### config.mk
export PLATFORM = sky130hd
export DESIGN_NAME = mem_arbiter
export DESIGN_NICKNAME = d
export VERILOG_FILES = /design/src/rtl/lc3b_types.sv /design/src/rtl/mem_arbiter.sv
export SDC_FILE = /design/constraint.sdc
export NUM_CORES = 1
export LEC_CHECK = 0
export CORE_ASPECT_RATIO = 0.75
export CORE_UTILIZATION = 19
export CTS_CLUSTER_DIAMETER = 50
export DETAILED_ROUTE_END_ITERATION = 16
export PLACE_DENSITY = 0.77
export SETUP_SLACK_MARGIN = 0.02
export SLEW_MARGIN = 20
export SYNTH_ARGS = -nofsm -noshare
export SYNTH_HDL_FRONTEND = slang
export SYNTH_SLANG_ARGS = --single-unit
### constraint.sdc
create_clock -name clk -period 1.6 [get_ports clk]
set_clock_uncertainty 0.2 [all_clocks]
set_input_delay 0.32 -clock clk [delete_from_list [all_inputs] [get_ports clk]]
set_output_delay 0.32 -clock clk [all_outputs]
set_load 0.03 [all_outputs]
### src/rtl/lc3b_types.sv
// Shared LC-3b word/mask types plus the memory arbiter's state and grant encodings.
// The arbiter's optional round-robin tie-break is enabled by defining MEM_ARB_RR_EN.
package lc3b_types;

  typedef logic [15:0] lc3b_word;
  typedef logic [1:0]  lc3b_mem_wmask;

  typedef enum logic [1:0] {
    IDLE    = 2'b00,
    SERVE_I = 2'b01,
    SERVE_D = 2'b10,
    RECOVER = 2'b11
  } arb_state_t;

  localparam logic [1:0] GRANT_NONE = 2'b00;
  localparam logic [1:0] GRANT_I    = 2'b01;
  localparam logic [1:0] GRANT_D    = 2'b10;

  // True when the D-side should take the port; prefer_d breaks a simultaneous tie.
  function automatic logic d_wins(input logic d_req, input logic i_req, input logic prefer_d);
    return d_req && (!i_req || prefer_d);
  endfunction

endpackage

### src/rtl/mem_arbiter.sv
// Shares one physical memory port between the LC-3b I-side (read-only) and D-side.
// Optional macro MEM_ARB_RR_EN: alternate the winner on simultaneous requests.
module mem_arbiter
  import lc3b_types::*;
(
  input  logic        clk,
  input  logic        reset,

  input  logic        i_read,
  input  logic [15:0] i_address,
  output logic [15:0] i_rdata,
  output logic        i_resp,

  input  logic        d_read,
  input  logic        d_write,
  input  logic [1:0]  d_wmask,
  input  logic [15:0] d_address,
  input  logic [15:0] d_wdata,
  output logic [15:0] d_rdata,
  output logic        d_resp,

  output logic        pmem_read,
  output logic        pmem_write,
  output logic [1:0]  pmem_wmask,
  output logic [15:0] pmem_address,
  output logic [15:0] pmem_wdata,
  input  logic [15:0] pmem_rdata,
  input  logic        pmem_resp,

  output logic [1:0]  grant
);

  arb_state_t state_q, state_d;
  logic       d_req;
  logic       prefer_d;

  assign d_req = d_read | d_write;

  // NOTE: sequential state uses non-blocking assignments so every flop samples
  // the pre-edge value of its inputs regardless of statement order.
  always_ff @(posedge clk) begin
    if (reset) begin
      state_q <= IDLE;
    end else begin
      state_q <= state_d;
    end
  end

`ifdef MEM_ARB_RR_EN
  // 1 = the D-side owned the port most recently.
  logic last_grant_q, last_grant_d;

  always_ff @(posedge clk) begin
    if (reset) begin
      last_grant_q <= 1'b0;
    end else begin
      last_grant_q <= last_grant_d;
    end
  end

  always_comb begin
    last_grant_d = last_grant_q;
    if (state_q == IDLE && state_d == SERVE_D) begin
      last_grant_d = 1'b1;
    end else if (state_q == IDLE && state_d == SERVE_I) begin
      last_grant_d = 1'b0;
    end
  end

  assign prefer_d = ~last_grant_q;
`else
  // The D-side holds the older instruction, so it always wins a tie.
  assign prefer_d = 1'b1;
`endif

  always_comb begin
    // NOTE: a default assignment before the case keeps every path driven, so no latch is inferred.
    state_d = state_q;
    unique case (state_q)
      IDLE: begin
        if (d_req || i_read) begin
          state_d = d_wins(d_req, i_read, prefer_d) ? SERVE_D : SERVE_I;
        end
      end
      SERVE_I: if (pmem_resp) state_d = RECOVER;
      SERVE_D: if (pmem_resp) state_d = RECOVER;
      RECOVER: state_d = IDLE;
      default: state_d = IDLE;
    endcase
  end

  always_comb begin
    pmem_read    = 1'b0;
    pmem_write   = 1'b0;
    pmem_wmask   = 2'b00;
    pmem_address = 16'h0000;
    pmem_wdata   = 16'h0000;
    i_resp       = 1'b0;
    d_resp       = 1'b0;
    grant        = GRANT_NONE;
    unique case (state_q)
      SERVE_I: begin
        pmem_read    = i_read;
        pmem_address = i_address;
        i_resp       = pmem_resp;
        grant        = GRANT_I;
      end
      SERVE_D: begin
        pmem_read    = d_read;
        pmem_write   = d_write & ~d_read;
        pmem_wmask   = d_wmask;
        pmem_address = d_address;
        pmem_wdata   = d_wdata;
        d_resp       = pmem_resp;
        grant        = GRANT_D;
      end
      default: ;
    endcase
  end

  // Read data is meaningful only alongside the matching resp pulse.
  assign i_rdata = pmem_rdata;
  assign d_rdata = pmem_rdata;

endmodule
**Word level (Yosys, flattened, before mapping)**

Cells that the tools add are included.
Widths: inputs -> output; s select.

- Output and inout port bits: 72
- Bits in latches: 0
- Memories kept: 0
- Bits of input ports: 72
- Word-level logic and storage cells: 25
- Bits in writable memories: 0
- Bits in read-only memories: 0
- Register bits: 2

- Shift operators: 0
- Reduce and logical (&&, ||, !) cells: 4
- Order comparisons: 0
- Div/mod/pow operators: 0
- Bitwise logic cells: 3
- Equal/unequal tests: 5
- Mux-type cells: 12
- $add $sub $neg: 0
- Multiply operators: 0

Operators by type and width:

| cell | count |
|---|---|
| $pmux 16 s2 | 1 |
| $mux 16 | 1 |
| $mux 2 | 4 |
| $pmux 2 s3 | 1 |
| $eq 2x2->1 const B | 2 |
| $pmux 2 s2 | 1 |
| $mux 1 | 3 |
| $eq 2x1->1 const B | 1 |
| $logic_not 2->1 | 1 |
| $ne 2x1->1 const B | 1 |
| $ne 2x2->1 const B | 1 |
| $pmux 1 s2 | 1 |
| $reduce_and 2->1 | 1 |
| $reduce_or 2->1 | 1 |
| $and 1x1->1 | 1 |
| $logic_or 1x1->1 | 1 |
| $not 1->1 | 1 |
| $or 1x1->1 | 1 |

**Longest topological paths before layout**

- Word-level depth: 4
- Gate-level depth with buffers: 6
- Gate-level depth less buffers: 5

**Least setup slack after synthesis**

OpenSTA, ideal clock, no wires.

- Path kind: reg-to-output
- Start: reg state_q[0]
- End: out pmem_address[10]
- Slack: -0.662 ns
- Buffers on the path: 2
- Arrival: 1.742 ns
- Stages on the path, launching flop included: 7
- Required time: 1.080 ns
- Path through: dfxtp_1 > inv_1 > ha_1 > buf_2 > buf_2 > a22oi_1 > nor2b_1

- Longest elaborated chain between the ends: 2
- Elaborated cells between the ends (all ways): 3
- Those cells by class: 2 x eq/ne; 1 x mux

RTL lines:

| element | line | RTL |
|---|---|---|
| start, declared | mem_arbiter.sv:33 | `arb_state_t state_q, state_d;` |
| start signal, assigned | mem_arbiter.sv:45 | `state_q <= state_d;` |
| $eq 2x2->1 or $eq 2x1->1 (tied branches) | mem_arbiter.sv:101 | `unique case (state_q)` |
| $pmux 16 s2 (*) | mem_arbiter.sv:101 |  |
| end, declared | mem_arbiter.sv:25 | `output logic [15:0] pmem_address,` |

Mark *: on every way between the ends. The rest lies on a longest branch, timed or not.

**Worst setup path in the final report**

- Start: reg state_q[0]
- End: out pmem_read

- Longest elaborated chain between the ends: 2
- Elaborated cells between the ends (all ways): 3
- Those cells by class: 2 x eq/ne; 1 x mux

RTL lines:

| element | line | RTL |
|---|---|---|
| $eq 2x2->1 or $eq 2x1->1 (tied branches) | mem_arbiter.sv:101 |  |
| $pmux 1 s2 (*) | mem_arbiter.sv:101 |  |
| end, declared | mem_arbiter.sv:22 | `output logic pmem_read,` |

Marked as above.

==> flow_summary.yaml <==
clock_tree:
  cts_tree: "built"
  clk_pin_slew_worst_paths_ns: 0.03
  clockRootBuffer: "clkbuf_8"
  clockBufferDepth: 2
  clock-sinks: 2
  ctsHoldBuffers: 0
  htreeDepth: 1
  cts_buffers: 3
  clk_latency_ns: 0.21
timing:
  maxSlewHeadroom_pct: 80.08
  hold_ws_ns: 0.4400
  grt_setup_unrepaired: "yes"
  layout_setup_ws_ns: -0.3104
  min_period_over_period_pct: 119.4
  setup_violations: 40
  clock.fmax_mhz: 523.5
  finalCriticalPeriod_ns: 1.910
  finalMaxSlewViolations: 0
  tightest_slew_ns: 0.2989
  hold_viol_final: 0
routing:
  wl_per_cell_microns: 14.01
  drc: 0
  first_pass_iters: 6
  postRouteAntennaNets: 0
  wl_mm: 3.516
  vias: 1049
  drtIter0Drc: 25
  viasPerCell: 4.179
final_layout:
  largest_register_ffs: 2
  fin_nets: 275
  diodes: 0
  reg_top3: "state_q: 2 flops"
  layout-drive-gt1-share_pct: 67.86
  areaGrowthSynthToFinish_pct: 172.1
  top_register: "state_q"
  final_core_util_pct: 54.76
flow_run:
  maxCapViolations: 0
yosys:
  netlist_area_sq_um: 825.8
  synth.net_count: 191
  synth_seq_cells: 2
  syn-mean-instance-area_sq_um: 7.244
  ys_seq_area_share_pct: 4.848
  syn-instance-count: 114
  synth_cell_types: 19
  synth_warnings: 0
placed_design:
  dp_slack_ns: -0.2175
  gp_congestion: 0.7774
  dpl.hpwl_mm: 2.294
  numPortBuffers: 95
die:
  std_cell_rows: 20
  io_pins: 144
  die_area_sq_um: 4617
  coreArea_sq_um: 4104
  start_util_pct: 20.12
  chipHeight_microns: 59.10
  die_x_microns: 78.13
worst_setup_path:
  critical-path-max-stage-delay_ns: 0.38
  path_cells: "inv_6 -> ha_4 -> buf_12 -> a22oi_2 -> nor2b_4 -> buf_6"
  start_kind: "flip-flop"
  cp-end-kind: "output port"
  crit_type: "reg2out"
  critPathRequiredTime_ns: 1.08
  slowest_stage: "dfxtp_4"
  cp_max_fo: 10
  worstPathArrival_ns: 1.39
power:
  leakagePower_nw: 0.9113
  peakVddDrop_mv: 0.8466
  p_per_area_nw_per_um2: 1869
  p_total_mw: 4.200
global_routing:
  grt_pass1_vias: 1110
  grt_antenna_before_repair: 0
  grt_util_all_layers_pct: 15.35
  grt_max_degree: 11
  grt-ovfl-total: 0
  grt_pass1_wl_mm: 5.354
worst_hold_path:
  hold_class: "in2out"
status:
  violations: "setup timing"
  outcome: "finished, violations left"
## Yosys cell counts
master,n,share of area [%]
a22oi_1,17,15
o21ai_2,1,1.1
nor2b_1,18,14
buf_2,4,2.4
or3b_4,1,1.4
o2bb2ai_1,1,1.1
ha_1,5,7.6
buf_4,32,29
nand2b_1,1,0.76
a221oi_2,1,1.8
inv_1,3,1.4
a21oi_1,1,0.61
clkbuf_1,2,0.91
o211ai_1,1,0.91
nor2_1,2,0.91
clkbuf_2,1,0.61
dfxtp_1,2,4.8
nand2_1,1,0.45
and2_1,20,15
## timing repair
| action | 4_1_cts | 5_1_grt |
|---|---|---|
| pin swaps | 19 | 7 |
| buffers inserted | 10 | 2 |
| resized for setup | 65 | 12 |
| endpoints found under the setup margin | 42 | 42 |
| cloned | 1 | 0 |
## worst paths after layout
kind | endpoint | start | slack (ns) | depth (start not counted)
max | pmem_read | state_q[0] | -0.31 | 6
max reg2reg | state_q[0] | state_q[0] | -0.03 | 7
min | d_rdata[0] | pmem_rdata[0] | 0.44 | 0
min reg2reg | state_q[1] | state_q[1] | 0.45 | 3
## metrics by stage
stage / cell area (sq um) / setup TNS, ns / std cells
finish: 2247 / -9.322 / 251
CTS: 2182 / -9.544 / 249
detailed placement: 1803 / -3.464 / 236
floorplan: 1091 / -1.435 / 114
global placement: 1803 / -3.005 / 236
global route: 2247 / -11.32 / 251
## worst max-delay path: cells and delay by family (launching register included)
family,cells,cell delay (ns)
compound gates,1,0.22
buf+inv,3,0.35
simple gates,1,0.06
flops,1,0.38
fa+ha+maj,1,0.18
## report_power, final
group / internal [mW] / switching (mW) / total (mW)
combinational: 2.13 / 1.75 / 3.88
clock: 0.159 / 0.0365 / 0.195
sequential: 0.0861 / 0.0390 / 0.125
## placed cells by master (no fill, tap or decap), types with 3 or more instances in the layout
cell              n
buf_6            42
ha_4              4
a22oi_2          16
clkdlybuf4s50_1  55
and2_4           20
nor2b_4          11
buf_12            5
clkbuf_8          3
nor2b_2           6
buf_8             3
buf_4            13
## layer usage
metal	wire length (microns)	track usage [%]
met1	1393	17.74
met2	1883	26.94
met3	239	4.462
met4	0	6.349
met5	0	0
## cell families (layout without fill, tap and decap cells)
kind of cell	count (synthesis)	after routing	share of synthesized area, %
and+or+nand+nor	43	43	32.27
DFF	2	2	4.849
adders and majority gates	5	5	7.576
buffers and inverters	42	124	34.39
AOI/OAI and AO/OA	22	22	20.91
## final cells by class
cell class	instances	area, sq um
sequential	2	45.04
multi-input combinational	70	809.5
clock buffer	3	41.29
tap	55	68.82
fill	399	1857
inverter	3	16.27
timing repair buffer	118	1266
No activity file was read; power rests on OpenSTA's default activity.
==> RTL change 1 (config.mk and constraints unchanged) <==
The option `MEM_ARB_RR_EN` is turned on by a define.
--- a/src/rtl/mem_arbiter.sv
+++ b/src/rtl/mem_arbiter.sv
@@ -1,5 +1,7 @@
 // Shares one physical memory port between the LC-3b I-side (read-only) and D-side.
 // Optional macro MEM_ARB_RR_EN: alternate the winner on simultaneous requests.
+`define MEM_ARB_RR_EN
+
 module mem_arbiter
   import lc3b_types::*;
 (
Formal check against the unedited RTL: not equivalent (Yosys sat finds a counterexample within 10 cycles, from zero or initial values and one cycle with reset high).
==> RTL change 1 against the original RTL <==
  * The run still ends with negative setup slack left
  * Critical path type unchanged
  * Via count rose by 4.6%
  * Sequential cell count increased by 1
  * Global-route usage decreased by 3.2 points
  * Final area shrank 0.95%
  * Register-to-register slack better by 20 ps
  * Wire length fell by 4.8%
  * Synthesized area increased by 8.2%
  * Worst setup slack better by 23 ps
  * Power down 3.7%
==> RTL change 1: results (changes against the original RTL) <==
outcome=finished with violations; failing checks=negative setup slack; syn nets=202 (+5.8%); GRT met3 Usage=3.56% (-0.91 points); WL met1=1.31 mm (-6.1%); Worst Hold Depth=2 (+2); DR vias/cell=4.25 (+1.7%); Leakage=0.869 nW (-4.6%); 1st-iter DRT viols=13 (-48%); FF-to-FF setup slack=-10 ps (+20 ps); largest net degree at the start of global routing=24 (+13); layout cell share with drive strength beyond 1=62.7% (-5.2 points); Worst R2R Start=state_q[1]; Compound-Gate Fraction of Synth Area=21.0% (+0.099 points); final setup vio count=39 (-2.5%); CP endpoint=pmem_address[15]; M2 GR Usage=20.5% (-6.4 points); CP Max Fanout=5 (-5); synthesized area per cell=7.15 sq um (-1.3%); via count=1097 (+4.6%); pwr dens=1820 nW/um^2 (-2.8%); Layout Nets=279 (+1.5%); wire per inst=13.0 microns (-7.4%); worst setup margin=-287 ps (+23.3 ps); number of global-route vias before repair=989 (-11%); metal3 WL=389 microns (+63%); wire length on met2=1.63 mm (-13%); routing usage on met1=14.6% (-3.1 points); DP Area=1870 sq um (+3.5%); Sw Ratio=44.0% (+0.52 points); DR pass1 iterations=4 (-2); Seq power=0.197 mW (+58%); r2r endpoint=state_q[1]; most common library cells after synthesis=buf_4 (35), and2_1 (20), a22oi_1 (17), nor2b_1 (17); cts repair resizes=52 (-20%); Hold Slack=330 ps (-110 ps); Synth area leaders=buf_4 (29%), a22oi_1 (14%), and2_1 (14%); DP HPWL=2.44 mm (+6.3%); Clk pwr share=5.5% (+0.9 points); worst path arrival time=1370 ps (-20 ps); worst min path class=flop to flop; hold_sp=last_grant_q; worst r2r path cells=8 (+1); first-pass GRT wire length=4.55 mm (-15%); Slew headroom=84.3% (+4.2 points)
==> RTL change 1: cell count changes after synthesis, moves of 2 or more <==
cell      delta
clkbuf_1     -2
o21ai_0      +4
nand2_1      +3
nor2_1       +3
o21a_1       +2
buf_4        +3
buf_2        -2
a31oi_1      +2
==> RTL change 1: stage by stage <==
stage               setup WS, ps  setup TNS (ps)
finish                      -287           -8020
global placement            -189           -2240
detailed placement          -208           -2610
CTS                         -308           -8940
floorplan                  -44.1            -361
global route                -340          -10280
==> RTL change 1: final cells by class <==
class | instances | area, sq um | share of cell area (%)
clock buffer | 4 | 45.0 | 2.02
multi-input combinational | 81 | 837 | 37.6
timing repair buffer | 111 | 1190 | 53.5
inverter | 2 | 15.0 | 0.675
tap | 57 | 71.3 | 3.20
sequential | 3 | 67.6 | 3.04
==> RTL change 1: worst max-delay path, cell delays in order (launching register included) <==
cell and delay, ps:
dfxtp_4 390, inv_6 50, ha_4 170, buf_6 140
a22oi_2 200, nor2b_4 60, buf_6 140
==> RTL change 2 (same flow settings) <==
Made on the original files. Encoding of `arb_state_t`: now one-hot (4 bits for 4 states).
--- a/src/rtl/lc3b_types.sv
+++ b/src/rtl/lc3b_types.sv
@@ -5,11 +5,11 @@
   typedef logic [15:0] lc3b_word;
   typedef logic [1:0]  lc3b_mem_wmask;
 
-  typedef enum logic [1:0] {
-    IDLE    = 2'b00,
-    SERVE_I = 2'b01,
-    SERVE_D = 2'b10,
-    RECOVER = 2'b11
+  typedef enum logic [3:0] {
+    IDLE    = 4'b0001,
+    SERVE_I = 4'b0010,
+    SERVE_D = 4'b0100,
+    RECOVER = 4'b1000
   } arb_state_t;
 
   localparam logic [1:0] GRANT_NONE = 2'b00;
Function: no difference found for any inputs over 10 cycles, from zero or initial values and one cycle with reset high; not proved beyond that.
==> RTL change 2 against the original RTL <==
  * The run still ends with negative setup slack left
  * Worst setup slack worse by 83 ps
  * Highest routed layer is now met4
  * Final area decreased by 9.1%
  * Synthesized area fell by 2.9%
  * Wire length fell by 13%
  * Sequential cell count increased by 2
  * Critical endpoint is now pmem_write
Power is left out: it rests on default switching activity, and per cell area and clock period it moved more than threefold.
==> RTL change 2: results (changes against the original RTL) <==
outcome=finished with violations; failing checks=negative setup slack; number of library cell types mapped by synthesis=27 (+8); clock transition at the registers of the reported paths=30 ps (about the same); CP Launch Point=state_q[1]; most common library cells after synthesis=buf_4 (34), and2_1 (20), a22o_1 (10); All-Layer GR Usage=13.0% (-2.4 points); first-pass GRT wire length=4.52 mm (-16%); final setup vio count=40 (unchanged); Regs by FF count=state_q x4; Layout Nets=252 (-8.4%); CP Max Fanout=7 (-3); 1st-iter DRT viols=7 (-72%); DP Area=1680 sq um (-6.6%); gp weighted congestion=0.802 (+3.2%); critical path class=flop to output port; DP HPWL=2.29 mm (about the same); Layout fillers=379 (-5.0%); Synth area leaders=buf_4 (32%), and2_1 (16%), a22o_1 (11%); Worst-Margin Slew=325 ps (+25.9 ps); syn nets=173 (-9.4%); layout cell share with drive strength beyond 1=60.3% (-7.5 points); wire per inst=13.1 microns (-6.6%); worst setup margin=-394 ps (-83.2 ps); DR vias/cell=4.18 (+0.11%); r2r endpoint=state_q[1]; largest net degree at the start of global routing=20 (+9); CP endpoint=pmem_write; DR pass1 iterations=4 (-2); FF-to-FF setup slack=140 ps (+170 ps); highest cell delay on the worst timing path=350 ps (-30 ps); Setup WS pre-CTS=-233 ps (-15.8 ps); worst path arrival time=1470 ps (+80 ps); number of global-route vias before repair=949 (-15%); Worst R2R Start=state_q[2]
-- RTL change 2: what timing repair did --
action / 4_1_cts / 5_1_grt
setup endpoints to repair: 42 / 42
pin swaps: 0 / 13
resized for setup: 51 / 17
buffers inserted: 2 / 0
cloned: 2 / 2
hold buffers: 0 / 0
-- RTL change 2: worst min-delay path by stage --
stage | end | depth (start not counted) | slack (ps) | start
2_1_floorplan | state_q[1] | 1 | 190 | reset
3_5_place_dp | state_q[1] | 3 | 420 | state_q[1]
4_1_cts | state_q[1] | 3 | 430 | state_q[1]
3_3_place_gp | state_q[1] | 3 | 420 | state_q[1]
6_report | state_q[1] | 3 | 420 | state_q[1]
5_1_grt | state_q[1] | 3 | 430 | state_q[1]
-- RTL change 2: per-stage QoR --
step | hold slack, ps | TNS, ps | std cells
floorplan | 189 | -6180 | 101
global placement | 420 | -6550 | 225
detailed placement | 422 | -7770 | 225
CTS | 429 | -13930 | 233
global route | 434 | -16310 | 234
finish | 417 | -13920 | 234
-- RTL change 2: layout make-up --
| class | count | area (sq um) | share of cell area, % |
|---|---|---|---|
| clock buffers | 4 | 45.0 | 2.21 |
| flip-flops and latches | 4 | 86.3 | 4.23 |
| inverters | 2 | 10.0 | 0.490 |
| multi-input cells | 57 | 608 | 29.8 |
| repair buffers | 112 | 1220 | 59.9 |
| well taps | 55 | 68.8 | 3.37 |
-- RTL change 2: metal layers --
| metal | share of wire (%) | track usage [%] | vias up |
|---|---|---|---|
| met5 | 0 | 0 | - |
| met4 | 1.0 | 4.85 | 0 |
| met3 | 14 | 7.40 | 4 |
| met2 | 47 | 21.4 | 77 |
| met1 | 38 | 14.0 | 420 |
| li1 | - | - | 478 |
-- RTL change 2: worst max-delay path, delay by kind of cell (launching register included) --
kind          cells  cell delay, ps
buf+inv           3             440
flops             1             350
simple gates      2             450
-- RTL change 2: kinds of logic (layout without fill, tap and decap cells) --
logic type	count (synthesis)	after routing	share of synthesized area [%]
AOI/OAI and AO/OA	23	23	24.5
and+or+nand+nor	33	33	28.5
DFF	4	4	9.98
buffers and inverters	40	118	35.9
xor gates and xnor gates	1	1	1.09
